**src/rtl/av2_recon_pixel.sv**
```systemverilog
// Pixel reconstruction: adds the signed residual to the inter prediction, clips to
// the pixel range and streams the result with valid/ready handshakes on every side.
module av2_recon_pixel #(
    parameter int BIT_DEPTH      = 10,
    parameter int RES_WIDTH      = 16,
    parameter int MAX_BLOCK_SIZE = 128
) (
    input  logic                 clk,
    input  logic                 rst,
    input  logic                 start,
    input  logic [7:0]           block_width,
    input  logic [7:0]           block_height,
    input  logic                 skip_residual,
    input  logic [BIT_DEPTH-1:0] pred_data,
    input  logic                 pred_valid,
    output logic                 pred_ready,
    input  logic [RES_WIDTH-1:0] res_data,
    input  logic                 res_valid,
    output logic                 res_ready,
    output logic [BIT_DEPTH-1:0] recon_data,
    output logic                 recon_valid,
    input  logic                 recon_ready,
    output logic                 recon_last,
    output logic                 busy,
    output logic                 done
);

    typedef enum logic [1:0] {IDLE, RUN, DRAIN, DONE} state_t;

    localparam int SUM_W = RES_WIDTH + 2;
    localparam logic signed [SUM_W-1:0] PIX_MAX = SUM_W'((1 << BIT_DEPTH) - 1);

    state_t                  state;
    logic                    skip;
    logic [14:0]             total;
    logic [14:0]             in_cnt;
    logic [14:0]             out_cnt;
    logic                    dims_ok;
    logic                    take;
    logic                    out_xfer;
    logic signed [SUM_W-1:0] pred_ext;
    logic signed [SUM_W-1:0] res_ext;
    logic signed [SUM_W-1:0] sum;
    logic [BIT_DEPTH-1:0]    clipped;

    assign dims_ok = (block_width != 8'd0) && (block_width <= 8'(MAX_BLOCK_SIZE)) &&
                     (block_height != 8'd0) && (block_height <= 8'(MAX_BLOCK_SIZE));

    // Both streams move together; a take also needs room in the output register.
    assign take = (state == RUN) && pred_valid && (skip || res_valid) &&
                  (!recon_valid || recon_ready) && (in_cnt < total);

    assign pred_ready = take;
    assign res_ready  = take && !skip;
    assign out_xfer   = recon_valid && recon_ready;

    always_comb begin
        pred_ext = $signed({{(SUM_W - BIT_DEPTH){1'b0}}, pred_data});
        res_ext  = skip ? '0 : $signed({{2{res_data[RES_WIDTH-1]}}, res_data});
        sum      = pred_ext + res_ext;
        clipped  = sum[BIT_DEPTH-1:0];
        if (sum < 0) begin
            clipped = '0;
        end else if (sum > PIX_MAX) begin
            clipped = PIX_MAX[BIT_DEPTH-1:0];
        end
    end

    always_ff @(posedge clk or posedge rst) begin
        if (rst) begin
            state       <= IDLE;
            skip        <= 1'b0;
            total       <= '0;
            in_cnt      <= '0;
            out_cnt     <= '0;
            recon_data  <= '0;
            recon_valid <= 1'b0;
            recon_last  <= 1'b0;
            busy        <= 1'b0;
            done        <= 1'b0;
        end else begin
            done <= 1'b0;

            if (take) begin
                recon_data  <= clipped;
                recon_valid <= 1'b1;
                recon_last  <= (in_cnt == total - 15'd1);
                in_cnt      <= in_cnt + 15'd1;
            end else if (out_xfer) begin
                recon_valid <= 1'b0;
                recon_last  <= 1'b0;
            end

            if (out_xfer) begin
                out_cnt <= out_cnt + 15'd1;
            end

            case (state)
                IDLE: begin
                    if (start && dims_ok) begin
                        skip    <= skip_residual;
                        total   <= 15'(block_width) * 15'(block_height);
                        in_cnt  <= '0;
                        out_cnt <= '0;
                        busy    <= 1'b1;
                        state   <= RUN;
                    end
                end
                RUN: begin
                    if (take && (in_cnt == total - 15'd1)) begin
                        state <= DRAIN;
                    end
                end
                DRAIN: begin
                    if (out_xfer && (out_cnt == total - 15'd1)) begin
                        done  <= 1'b1;
                        state <= DONE;
                    end
                end
                DONE: begin
                    busy  <= 1'b0;
                    state <= IDLE;
                end
                default: state <= IDLE;
            endcase
        end
    end

endmodule

```
**config.mk**
```make
export PLATFORM = sky130hd
export DESIGN_NAME = av2_recon_pixel
export DESIGN_NICKNAME = d
export VERILOG_FILES = /design/src/rtl/av2_recon_pixel.sv
export SDC_FILE = /design/constraint.sdc
export NUM_CORES = 1
export LEC_CHECK = 0
export ABC_AREA = 1
export CORE_MARGIN = 1.5
export CORE_UTILIZATION = 40
export CTS_BUF_LIST = sky130_fd_sc_hd__clkbuf_4 sky130_fd_sc_hd__clkbuf_8 sky130_fd_sc_hd__clkbuf_16
export DETAILED_ROUTE_END_ITERATION = 8
export PLACE_DENSITY = 0.59
export SLEW_MARGIN = 20
export SYNTH_ARGS = -nofsm -noshare
export SYNTH_HDL_FRONTEND = slang
export SYNTH_SLANG_ARGS = --single-unit
```
**constraint.sdc**
```tcl
create_clock -name clk -period 7.2 [get_ports clk]
set_clock_uncertainty 0.2 [all_clocks]
set_input_delay 1.8 -clock clk [delete_from_list [all_inputs] [get_ports clk]]
set_output_delay 1.8 -clock clk [all_outputs]
set_load 0.05 [all_outputs]
```
==> flow_summary.yaml <==
run_status:
  outcome: "completed"
worst_setup_path:
  critPathLaunchType: "input pin"
  crit_path_top_delay_cell: "sky130_fd_sc_hd__clkdlybuf4s50_1"
  timing.critical_path.cells: "clkdlybuf4s50_1 > nand2_1 > fa_1 > fa_1 > inv_1 > fa_1 > inv_1 > fa_1 > inv_1 > ha_1 > a21oi_1 > o21ai_0 > a21oi_1 > o21bai_1 > a21oi_1 > o21ai_0 > o21ai_0"
  cp_common_cell: "sky130_fd_sc_hd__fa_1"
  critical_path_end_type: "flip-flop"
  cp_slowest_stage_delay_ns: 0.68
  timing_worst_setup_path_type: "input pin to flip-flop"
  path_buf_inv: 4
  crit_arrival_ns: 6.31
  timing.critical_path.required_ns: 7.25
  cp_top_family: "adder cells"
  crit_fanout: 10
grt:
  grt-ovfl-total: 0
  number_of_global_route_vias_before_repair: 5886
  track_usage: 0.194
  grt_antenna_before_repair: 0
  global_route_wire_length_before_repair_um: 28400
  grt_start_max_net_pins: 63
timing:
  period_needed_ns: 6.26
  finalSetupViolCount: 0
  layout_worst_path_cycle_share: 0.869
  fin_ws_ns: 0.940
  hold_violations: 0
  final_max_slew_viol_count: 0
  timing_worst_slew_pin_value_ns: 0.801
  max_freq_ghz: 0.160
  max-slew-margin-rel: 0.466
  setup_tns_final_ns: 0
  rsz0062_at_grt: "false"
place:
  port_buffers: 64
  placed_cells_incl_taps: 1279
  placed_cell_area_um2: 7840
  dp_slack_ns: 0.635
  gp_congestion: 0.884
  post_dp_hpwl_um: 13200
layout:
  sequential_cell_area_um2: 1550
  design.final.nets: 1217
  post_layout_nonfiller_instances: 1295
  post_route_cells_drive_above_1_share: 0.0551
  fin_area_um2: 8150
  fill_cell_instance_count_of_the_final_layout: 1757
  commonest_cells_after_routing_fill_and_taps_aside: "266 x sky130_fd_sc_hd__nand2_1, 182 x sky130_fd_sc_hd__inv_1, 90 x sky130_fd_sc_hd__nor2_1"
  most_common_cell_after_layout_fill_and_taps_aside: "sky130_fd_sc_hd__nand2_1"
  multi_input_combinational_cell_area_um2: 4640
  num_antenna_cells: 0
  syn2layout_area_growth_pct: 16.0
logic_synthesis:
  synth_area_per_cell_um2: 6.94
  synth.cell_area_um2: 7030
  ys_warn_count: 0
  ys.flop_type: "sky130_fd_sc_hd__dfrtp_1"
  synth.yosys.seq_area_share: 0.221
  syn-instance-count: 1012
  synthesis.nets: 1164
  asyncSetResetFlopFracSynth: 1.00
  post_synth_num_cell_types: 44
  synth_enable_flop_cells: 0
  yosys_register_bits: 62
die:
  area_of_the_placeable_core_um2: 17200
  die-width_um: 136
  io_pins: 65
  area_of_the_die_um2: 18400
  rows: 48
  floorplan.die.height_um: 136
  initial_utilization: 0.408
drt:
  first_pass_iters: 5
  finalWirelength_um: 16400
  drt_iter0_drc: 366
  average_vias_per_placed_instance: 4.81
  ant_nets: 0
  dr_total_vias: 6223
  wl_per_cell_um: 12.7
  post-route-drc-count: 0
clock_tree:
  clock_sinks: 62
  cts_made_buffers: 9
  clkSlewWorstSetupHoldPaths_ns: 0.06
  post_cts_repair_setup_buffers: 0
  clk_latency_ns: 0.34
  clock_path_buffers: 2
  cts_resized: 0
  ctsRootBufferMaster: "sky130_fd_sc_hd__clkbuf_16"
  cts_tree: "done"
  htree_num_levels: 3
  holdBufCountCts: 0
job:
  cap_viol_max_count: 0
pwr:
  power.sequential.fraction: 0.222
  ir_drop_mv: 0.193
  power_switching_mw: 1.28
  internal-power_mw: 1.32
  power_frac_comb: 0.605
  power_density_nw_per_um2: 320
  total_power_mw: 2.61
  p_leak_nw: 4.29
  pwr-share-clk: 0.173
  power.switching_fraction: 0.492
worst_hold_path:
  holdCritPathClass: "flip-flop to flip-flop"
==> power by group through the flow <==
stage          Sequential, mW  Clock (mW)  Combinational [mW]
5_1_grt                 0.598       0.473                1.81
2_1_floorplan           0.663           0                1.12
6_report                0.580       0.450                1.58
3_3_place_gp            0.587           0                1.56
3_5_place_dp            0.585           0                1.57
4_1_cts                 0.581       0.459                1.58
==> worst min-delay path: stages (launching register included) <==
cell                      delay (ns)
sky130_fd_sc_hd__dfrtp_1        0.35
sky130_fd_sc_hd__nand2_1        0.06
sky130_fd_sc_hd__nand2_1        0.05
==> layout make-up <==
class / instances / area share
clock buffers: 11 / 0.0310
clock inverters: 5 / 0.00706
inverters: 185 / 0.0852
multi-input cells: 739 / 0.569
flip-flops and latches: 62 / 0.190
well taps: 225 / 0.0346
repair buffers: 68 / 0.0823
==> layer usage <==
| metal | track usage | up-vias | wire length [um] |
|---|---|---|---|
| met2 | 0.313 | 106 | 7570 |
| met3 | 0.0299 | 16 | 531 |
| met4 | 0.0430 | 0 | 202 |
| li1 | - | 3255 | - |
| met5 | 0 | - | 0 |
| met1 | 0.275 | 2846 | 8130 |
==> state kept, by name, indices dropped and copies added (netlist names) <==
| name | flops |
|---|---|
| recon_last | 1 |
| skip | 1 |
| total | 15 |
| busy | 1 |
| state | 2 |
| recon_valid | 1 |
| in_cnt | 15 |
| recon_data | 10 |
| done | 1 |
| out_cnt | 15 |
==> cell families (layout without fill, tap and decap cells) <==
kind of cell,count (synthesis),in the layout,share of synthesized area
AO/OA/AOI/OAI,106,106,0.0824
XOR/XNOR,37,37,0.0481
adder cells (fa/ha/maj),103,103,0.222
buffers and inverters,211,269,0.119
flip-flops,62,62,0.221
AND/OR/NAND/NOR,493,493,0.308
==> path summary, 6_finish.rpt <==
path                                                start                         to  slack (ns)  depth (start not counted)
worst max-delay path                      block_height[7]      total[12]$_DFFE_PP0P_        0.94                         17
worst min register to register  recon_data[1]$_DFFE_PP0P_  recon_data[1]$_DFFE_PP0P_        0.29                          2
worst max register to register           skip$_DFFE_PP0P_  recon_data[9]$_DFFE_PP0P_        4.17                         19
worst min-delay path            recon_data[1]$_DFFE_PP0P_  recon_data[1]$_DFFE_PP0P_        0.29                          2
min in group asynchronous                             rst       out_cnt[1]$_DFF_PP0_        1.82                          3
max in group asynchronous                             rst       in_cnt[13]$_DFF_PP0_        4.46                          3
==> cells in the mapped netlist, drive strengths merged, types with 2 or more instances <==
cell type | n | area [um^2]
inv | 185 | 694
ha | 67 | 838
xor2 | 21 | 184
nand2 | 276 | 1070
buf | 18 | 111
a21o | 2 | 15.0
nor4 | 4 | 37.5
nand3b | 4 | 30.0
nand4 | 8 | 50.1
fa | 36 | 721
nand3 | 74 | 375
xnor2 | 15 | 131
o21ai | 46 | 234
o21a | 2 | 15.0
nor3 | 18 | 105
or2 | 4 | 25.0
a31oi | 3 | 18.8
nor2 | 103 | 444
dfrtp | 62 | 1550
clkbuf | 8 | 30.0
nor3b | 2 | 25.0
a21oi | 46 | 241
==> stage by stage <==
step	hold WS (ns)	util
6_report	0.291	0.473
4_1_cts	0.292	0.473
5_1_grt	0.305	0.473
3_3_place_gp	0.271	0.455
2_1_floorplan	0.275	-
3_5_place_dp	0.277	0.455
(Power assumes the default switching activity.)
